`config.mk`:
```
export PLATFORM = sky130hd
export DESIGN_NAME = mem_responder
export DESIGN_NICKNAME = d
export VERILOG_FILES = /design/src/rtl/mem_responder_pkg.sv /design/src/rtl/mem_responder_ram.sv /design/src/rtl/mem_responder.sv
export SDC_FILE = /design/constraint.sdc
export NUM_CORES = 2
export LEC_CHECK = 0
export ABC_AREA = 0
export CELL_PAD_IN_SITES_DETAIL_PLACEMENT = 0
export CELL_PAD_IN_SITES_GLOBAL_PLACEMENT = 2
export CORE_MARGIN = 4
export CORE_UTILIZATION = 47
export CTS_CLUSTER_SIZE = 14
export DETAILED_ROUTE_END_ITERATION = 8
export GPL_TIMING_DRIVEN = 1
export MAX_ROUTING_LAYER = met4
export PLACE_DENSITY_LB_ADDON = 0.1
export SLEW_MARGIN = 10
export SYNTH_ARGS = -nofsm -noshare
export SYNTH_HDL_FRONTEND = slang
export SYNTH_SLANG_ARGS = --single-unit
```
`constraint.sdc`:
```
create_clock -name clk -period 4.4 [get_ports clk]
set_input_delay 1.1 -clock clk [delete_from_list [all_inputs] [get_ports clk]]
set_output_delay 1.1 -clock clk [all_outputs]
set_load 0.03 [all_outputs]
```
`src/rtl/mem_responder_pkg.sv`:
```
// Shared types, constants and the access-check helper for mem_responder.
// The helper is only called when MEM_RESPONDER_FAULT_EN is defined.
package mem_responder_pkg;

  localparam int unsigned CNT_W = 4;

  typedef enum logic [1:0] {
    IDLE = 2'd0,
    WAIT = 2'd1,
    RESP = 2'd2
  } state_t;

  // Misaligned or beyond the last stored word.
  function automatic logic access_fault(input logic [31:0] adr, input int unsigned depth_words);
    logic [33:0] lim;
    lim = 34'(depth_words) << 2;
    return (adr[1:0] != 2'b00) || ({2'b00, adr} >= lim);
  endfunction

endpackage

```
`src/rtl/mem_responder_ram.sv`:
```
// Word storage for mem_responder: synchronous write, registered read port.
// The array itself is never reset; only the read register is.
module mem_responder_ram #(
  parameter int unsigned DEPTH_WORDS = 64,
  parameter int unsigned AW          = $clog2(DEPTH_WORDS)
) (
  input  logic          clk,
  input  logic          reset,
  input  logic          i_we,
  input  logic          i_re,
  input  logic [AW-1:0] i_idx,
  input  logic [31:0]   i_wdata,
  output logic [31:0]   o_rdata
);

  logic [31:0] r_mem [DEPTH_WORDS];
  logic [31:0] r_rdata;

  // Storage write port.
  always_ff @(posedge clk) begin
    if (i_we) begin
      r_mem[i_idx] <= i_wdata;
    end
  end

  // Read register holds its value between reads.
  always_ff @(posedge clk or posedge reset) begin
    if (reset) begin
      r_rdata <= 32'h0000_0000;
    end else if (i_re) begin
      r_rdata <= r_mem[i_idx];
    end else begin
      r_rdata <= r_rdata;
    end
  end

  assign o_rdata = r_rdata;

endmodule

```
`src/rtl/mem_responder.sv`:
```
// Fixed-latency memory responder: IDLE -> WAIT (WAIT_CYCLES) -> RESP.
// Define MEM_RESPONDER_FAULT_EN to enable misalignment/range fault checking.
module mem_responder
  import mem_responder_pkg::*;
#(
  parameter int unsigned DEPTH_WORDS = 64,
  parameter int unsigned WAIT_CYCLES = 2
) (
  input  logic        clk,
  input  logic        reset,
  input  logic        req,
  input  logic        we,
  input  logic [31:0] adr,
  input  logic [31:0] wdata,
  output logic [31:0] rdata,
  output logic        ready,
  output logic        fault
);

  localparam int unsigned AW = $clog2(DEPTH_WORDS);
  localparam bit NO_WAIT = (WAIT_CYCLES == 0);
  localparam logic [CNT_W-1:0] CNT_ZERO = {CNT_W{1'b0}};
  localparam logic [CNT_W-1:0] CNT_ONE  = {{(CNT_W-1){1'b0}}, 1'b1};
  localparam logic [CNT_W-1:0] CNT_LOAD = (WAIT_CYCLES > 0) ? CNT_W'(WAIT_CYCLES - 32'd1) : CNT_ZERO;

  state_t           r_state;
  state_t           w_next_state;
  logic [CNT_W-1:0] r_cnt;

  logic [AW-1:0]    r_idx;
  logic             r_we;
  logic [31:0]      r_wdata;
  logic             r_acc_fault;

  logic             w_take;
  logic             w_acc_fault;
  logic             w_enter_resp;
  logic [AW-1:0]    w_src_idx;
  logic             w_src_we;
  logic [31:0]      w_src_wdata;
  logic             w_src_fault;

  logic             w_ram_we;
  logic             w_ram_re;
  logic             w_ready_nxt;
  logic             w_fault_nxt;
  logic             r_ready;
  logic             r_fault;
  logic [31:0]      w_rdata;

  assign w_take = (r_state == IDLE) && req;

`ifdef MEM_RESPONDER_FAULT_EN
  assign w_acc_fault = access_fault(adr, DEPTH_WORDS);
`else
  assign w_acc_fault = 1'b0;
  logic w_unused_adr;
  assign w_unused_adr = ^{adr[31:AW+2], adr[1:0]};
`endif

  // With no wait states the storage access happens on the capture edge,
  // so it must see the live inputs that are being captured at that edge.
  assign w_src_idx   = (r_state == IDLE) ? adr[AW+1:2] : r_idx;
  assign w_src_we    = (r_state == IDLE) ? we          : r_we;
  assign w_src_wdata = (r_state == IDLE) ? wdata       : r_wdata;
  assign w_src_fault = (r_state == IDLE) ? w_acc_fault : r_acc_fault;

  // State register.
  always_ff @(posedge clk or posedge reset) begin
    if (reset) begin
      r_state <= IDLE;
    end else begin
      r_state <= w_next_state;
    end
  end

  // Next-state decode.
  always_comb begin
    w_next_state = r_state;
    case (r_state)
      IDLE: begin
        if (req) begin
          w_next_state = NO_WAIT ? RESP : WAIT;
        end else begin
          w_next_state = IDLE;
        end
      end
      WAIT: begin
        if (r_cnt == CNT_ZERO) begin
          w_next_state = RESP;
        end else begin
          w_next_state = WAIT;
        end
      end
      RESP:    w_next_state = IDLE;
      default: w_next_state = IDLE;
    endcase
  end

  // Output decode: storage strobes and next values of the response flags.
  always_comb begin
    w_enter_resp = (w_next_state == RESP);
    w_ram_we     = 1'b0;
    w_ram_re     = 1'b0;
    w_ready_nxt  = w_enter_resp;
    w_fault_nxt  = 1'b0;
    if (w_enter_resp && !reset) begin
      w_ram_we    = w_src_we  && !w_src_fault;
      w_ram_re    = !w_src_we && !w_src_fault;
      w_fault_nxt = w_src_fault;
    end else begin
      w_ram_we    = 1'b0;
      w_ram_re    = 1'b0;
      w_fault_nxt = 1'b0;
    end
  end

  // Wait-state down-counter.
  always_ff @(posedge clk or posedge reset) begin
    if (reset) begin
      r_cnt <= CNT_ZERO;
    end else if (w_take && !NO_WAIT) begin
      r_cnt <= CNT_LOAD;
    end else if ((r_state == WAIT) && (r_cnt != CNT_ZERO)) begin
      r_cnt <= r_cnt - CNT_ONE;
    end else begin
      r_cnt <= r_cnt;
    end
  end

  // Request capture; later input changes cannot disturb the transaction.
  always_ff @(posedge clk or posedge reset) begin
    if (reset) begin
      r_idx       <= {AW{1'b0}};
      r_we        <= 1'b0;
      r_wdata     <= 32'h0000_0000;
      r_acc_fault <= 1'b0;
    end else if (w_take) begin
      r_idx       <= adr[AW+1:2];
      r_we        <= we;
      r_wdata     <= wdata;
      r_acc_fault <= w_acc_fault;
    end else begin
      r_idx       <= r_idx;
      r_we        <= r_we;
      r_wdata     <= r_wdata;
      r_acc_fault <= r_acc_fault;
    end
  end

  // Registered response flags, high only for the RESP cycle.
  always_ff @(posedge clk or posedge reset) begin
    if (reset) begin
      r_ready <= 1'b0;
      r_fault <= 1'b0;
    end else begin
      r_ready <= w_ready_nxt;
      r_fault <= w_fault_nxt;
    end
  end

  mem_responder_ram #(
    .DEPTH_WORDS (DEPTH_WORDS),
    .AW          (AW)
  ) u_ram (
    .clk     (clk),
    .reset   (reset),
    .i_we    (w_ram_we),
    .i_re    (w_ram_re),
    .i_idx   (w_src_idx),
    .i_wdata (w_src_wdata),
    .o_rdata (w_rdata)
  );

  assign rdata = w_rdata;
  assign ready = r_ready;
  assign fault = r_fault;

endmodule

```
==> results_dict.tcl <==
set metrics [dict create \
    ys.flop_type "edfxtp_1" \
    slowest_stage "nor4_1" \
    p_int_mw 44.4 \
    sw_frac_of_total_pct 36.1 \
    fin_util_pct 56.9 \
    seq_area_frac_synth_pct 79.2 \
    die-area_sq_um 177000 \
    period_share_pct 97.8 \
    synthMuxAreaShare_pct 4.61 \
    maxCapViolCount 0 \
    avgSynthCellArea_sq_um 16.5 \
    synth_top_family_by_area "compound AO/OA/AOI/OAI gates" \
    worstPathCellList "clkdlybuf4s50_1, or3b_4, and2_4, buf_12, buf_4, nand2_1, a21oi_1, nor4_1, buf_4, nor2_1, a2111oi_0, a41oi_1" \
    maxSlewHeadroom_pct 17.1 \
    numCtsBuffers 213 \
    dr.pass1.iters 8 \
    dp_hpwl_mm 162 \
    cts_buffer_depth 3 \
    cp-start-kind "primary input" \
    cts_tree "yes" \
    vias_per_cell 6.29 \
    h-tree-depth 4 \
    grt_pass1_wl_mm 372 \
    fp.dieW_um 421 \
    p_sw_mw 25.1 \
    avgRoutedWirePerCell_um 34.2 \
    path_buf_inv 4 \
    synth_most_common_cell "edfxtp_1" \
    leakage_nw 32.8 \
    finalNetCount 5474 \
    num_vias 49200 \
    syn_nets 4934 \
    die_y_um 421 \
    cts_resized 0 \
    clock.fmax_mhz 232 \
    grt_antenna_before_repair 17 \
    synth_area_leader_cell "edfxtp_1" \
    hold_viol 0 \
    gr-usage-all-layers_pct 30.6 \
    rows 151 \
    synthTopCellsByArea "edfxtp_1 (77%), mux2i_1 (4.5%), nand2_1 (2.8%), dfrtp_1 (2.4%), a22oi_1 (2.1%)" \
    clockPowerShare_pct 25.6 \
    io_buffers 74 \
    place_congestion 0.842 \
    crit_type "primary input to register" \
    cp_max_fo 21 \
    cpPeakStageDelay_ns 0.98 \
    cts-root-buf "clkbuf_16" \
    syn_to_final_growth_pct 20.3 \
    io_pins 102 \
    min_period_ns 4.30 \
    critPathCaptureType "register" \
    hp-class "register to register" \
    synthCells 4865 \
    synth_xor_xnor_area_share_pct 0.0328 \
    drtIter0Drc 6368 \
    cts_hold_buf 0 \
    wl_mm 267 \
    synth-compound-area-share_pct 9.96 \
    ys_seq_elements 2126 \
    clock_latency_ns 0.86 \
    post_cts_buffers 0 \
    required_ns 5.11 \
    synthAdderAreaFrac_pct 0.0156 \
    seqPwrFrac_pct 38.6 \
    synth_edf_count 2048 \
    ir_worst_vdd_v 0.000529 \
    powerDensity_nw_per_um2 722 \
    netlist_area_sq_um 80200 \
    cts_num_sinks 2126 \
    setup_violations 0 \
    async_flop_share_pct 3.67 \
    skew_ns 0.0366 \
    final_area_sq_um 96400 \
    ys_warn_count 0 \
    initial_core_util_pct 47.3 \
    clk_pin_slew_ns 0.06 \
    worstPathArrival_ns 5.01 \
    critPathTopFamily "simple AND/OR/NAND/NOR gates" \
    tightest_slew_ns 1.24 \
    slew_viol_final 0 \
    drive_above_1_share_pct 17.9 \
    grt_overflow_total 0 \
    synth-simple-area-share_pct 4.49 \
    path_common_cell "buf_4" \
    grt_pass1_vias 46900 \
    coreArea_sq_um 169000 \
    pwr-share-comb_pct 35.8 \
    synth_top_area_share_pct 76.7 \
    grt_max_degree 65 \
    place_area_sq_um 89500 \
    status "finished clean" \
    yosysUniqueCellTypes 60 \
    rsz0062_at_grt "no" \
    antenna_left 0 \
    drc 0 \
    synth_common_cells "edfxtp_1 (2048), nand2_1 (606), mux2i_1 (361)" \
]
-- power by group through the flow --
stage / logic, mW / clock network (mW) / registers (mW)
final: 24.9 / 17.8 / 26.8
after global routing: 26.2 / 18.9 / 26.9
after CTS: 24.8 / 18.0 / 26.8
after detailed placement: 24.7 / 0 / 27.3
after global placement: 24.5 / 0 / 27.2
after floorplan: 11.4 / 0 / 27.5
-- path summary, 6_finish.rpt --
check                                         startpoint                            end  slack (ns)  cells past startpoint
max                                               adr[2]  u_ram.o_rdata[17]$_DFFE_PP0P_         0.1                     12
min                        u_ram.o_rdata[30]$_DFFE_PP0P_  u_ram.o_rdata[30]$_DFFE_PP0P_        0.48                      2
max reg2reg                         r_state[1]$_DFF_PP0_  u_ram.o_rdata[17]$_DFFE_PP0P_        0.12                     11
min reg2reg                u_ram.o_rdata[30]$_DFFE_PP0P_  u_ram.o_rdata[30]$_DFFE_PP0P_        0.48                      2
max in group asynchronous                          reset  u_ram.o_rdata[24]$_DFFE_PP0P_        2.20                      4
min in group asynchronous                          reset                ready$_DFF_PP0_        0.87                      3
-- worst register-to-register path, delay by kind of cell, from the launching register on --
kind,cells,cell delay [ns]
buffers and inverters,3,0.89
AND/OR/NAND/NOR,4,1.69
AO/OA/AOI/OAI,4,1.07
flip-flops,1,0.51
-- cell type report --
type	count	area [sq um]
inverters	7	30.0
diodes	8	20.0
repair buffers	634	7170
clock buffers	295	5760
clock inverters	102	1080
well taps	2218	2780
fillers	13000	73100
flip-flops and latches	2126	63500
multi-input cells	2423	16100
-- routing by layer --
metal / wire [um] / global-route usage, % / vias to the layer above
met1: 110000 / 42.1 / 25800
met5: 0 / - / -
met2: 128000 / 48.3 / 2441
li1: - / - / 20600
met4: 5790 / 6.95 / 0
met3: 23700 / 5.13 / 350
-- sequential cells by signal (all words and copies together), names as in the netlist --
signal and flops:
r_idx 6, ready 1, u_ram.r_mem 2048, r_wdata 32, u_ram.o_rdata 32, r_cnt 4, r_state 2, r_we 1
-- placed cells by master (no fill, tap or decap), types with 13 or more instances in the layout --
master,instances
clkinv_1,31
a222oi_1,59
a22oi_1,222
buf_4,382
clkinv_2,37
o21ai_0,154
a22o_1,36
nand3_1,41
nand4_1,13
bufinv_16,17
nand2_1,570
nor2_1,73
a31oi_1,69
nor2_4,66
a221o_1,18
nor3_1,26
clkbuf_16,216
a21oi_1,218
clkdlybuf4s50_1,74
clkbuf_1,73
edfxtp_1,2048
a221oi_1,145
o22ai_1,178
nand2_2,35
dfrtp_1,78
buf_12,178
mux2i_1,360
nor4_1,19
-- through the flow --
stage,hold WS (ns),total power [mW],setup TNS [ns],cells,worst slack (ns)
detailed placement,0.462,52.0,-1.37,7408,-0.648
finish,0.476,69.6,0,7813,0.0963
CTS,0.477,69.7,0,7805,0.217
floorplan,0.446,38.9,-89.09,4865,-0.116
global placement,0.457,51.8,-1.38,7408,-0.672
global route,0.496,72.0,0,7809,0.0264
-- kinds of logic (layout without fill, tap and decap cells) --
family,Yosys count,after routing
buffers and inverters,316,1038
adder cells (fa/ha/maj),1,1
AO/OA/AOI/OAI,1165,1165
XOR/XNOR,3,3
AND/OR/NAND/NOR,885,885
multiplexers,368,368
other,1,9
flip-flops,2126,2126
Power figures use the tool's default switching activity.
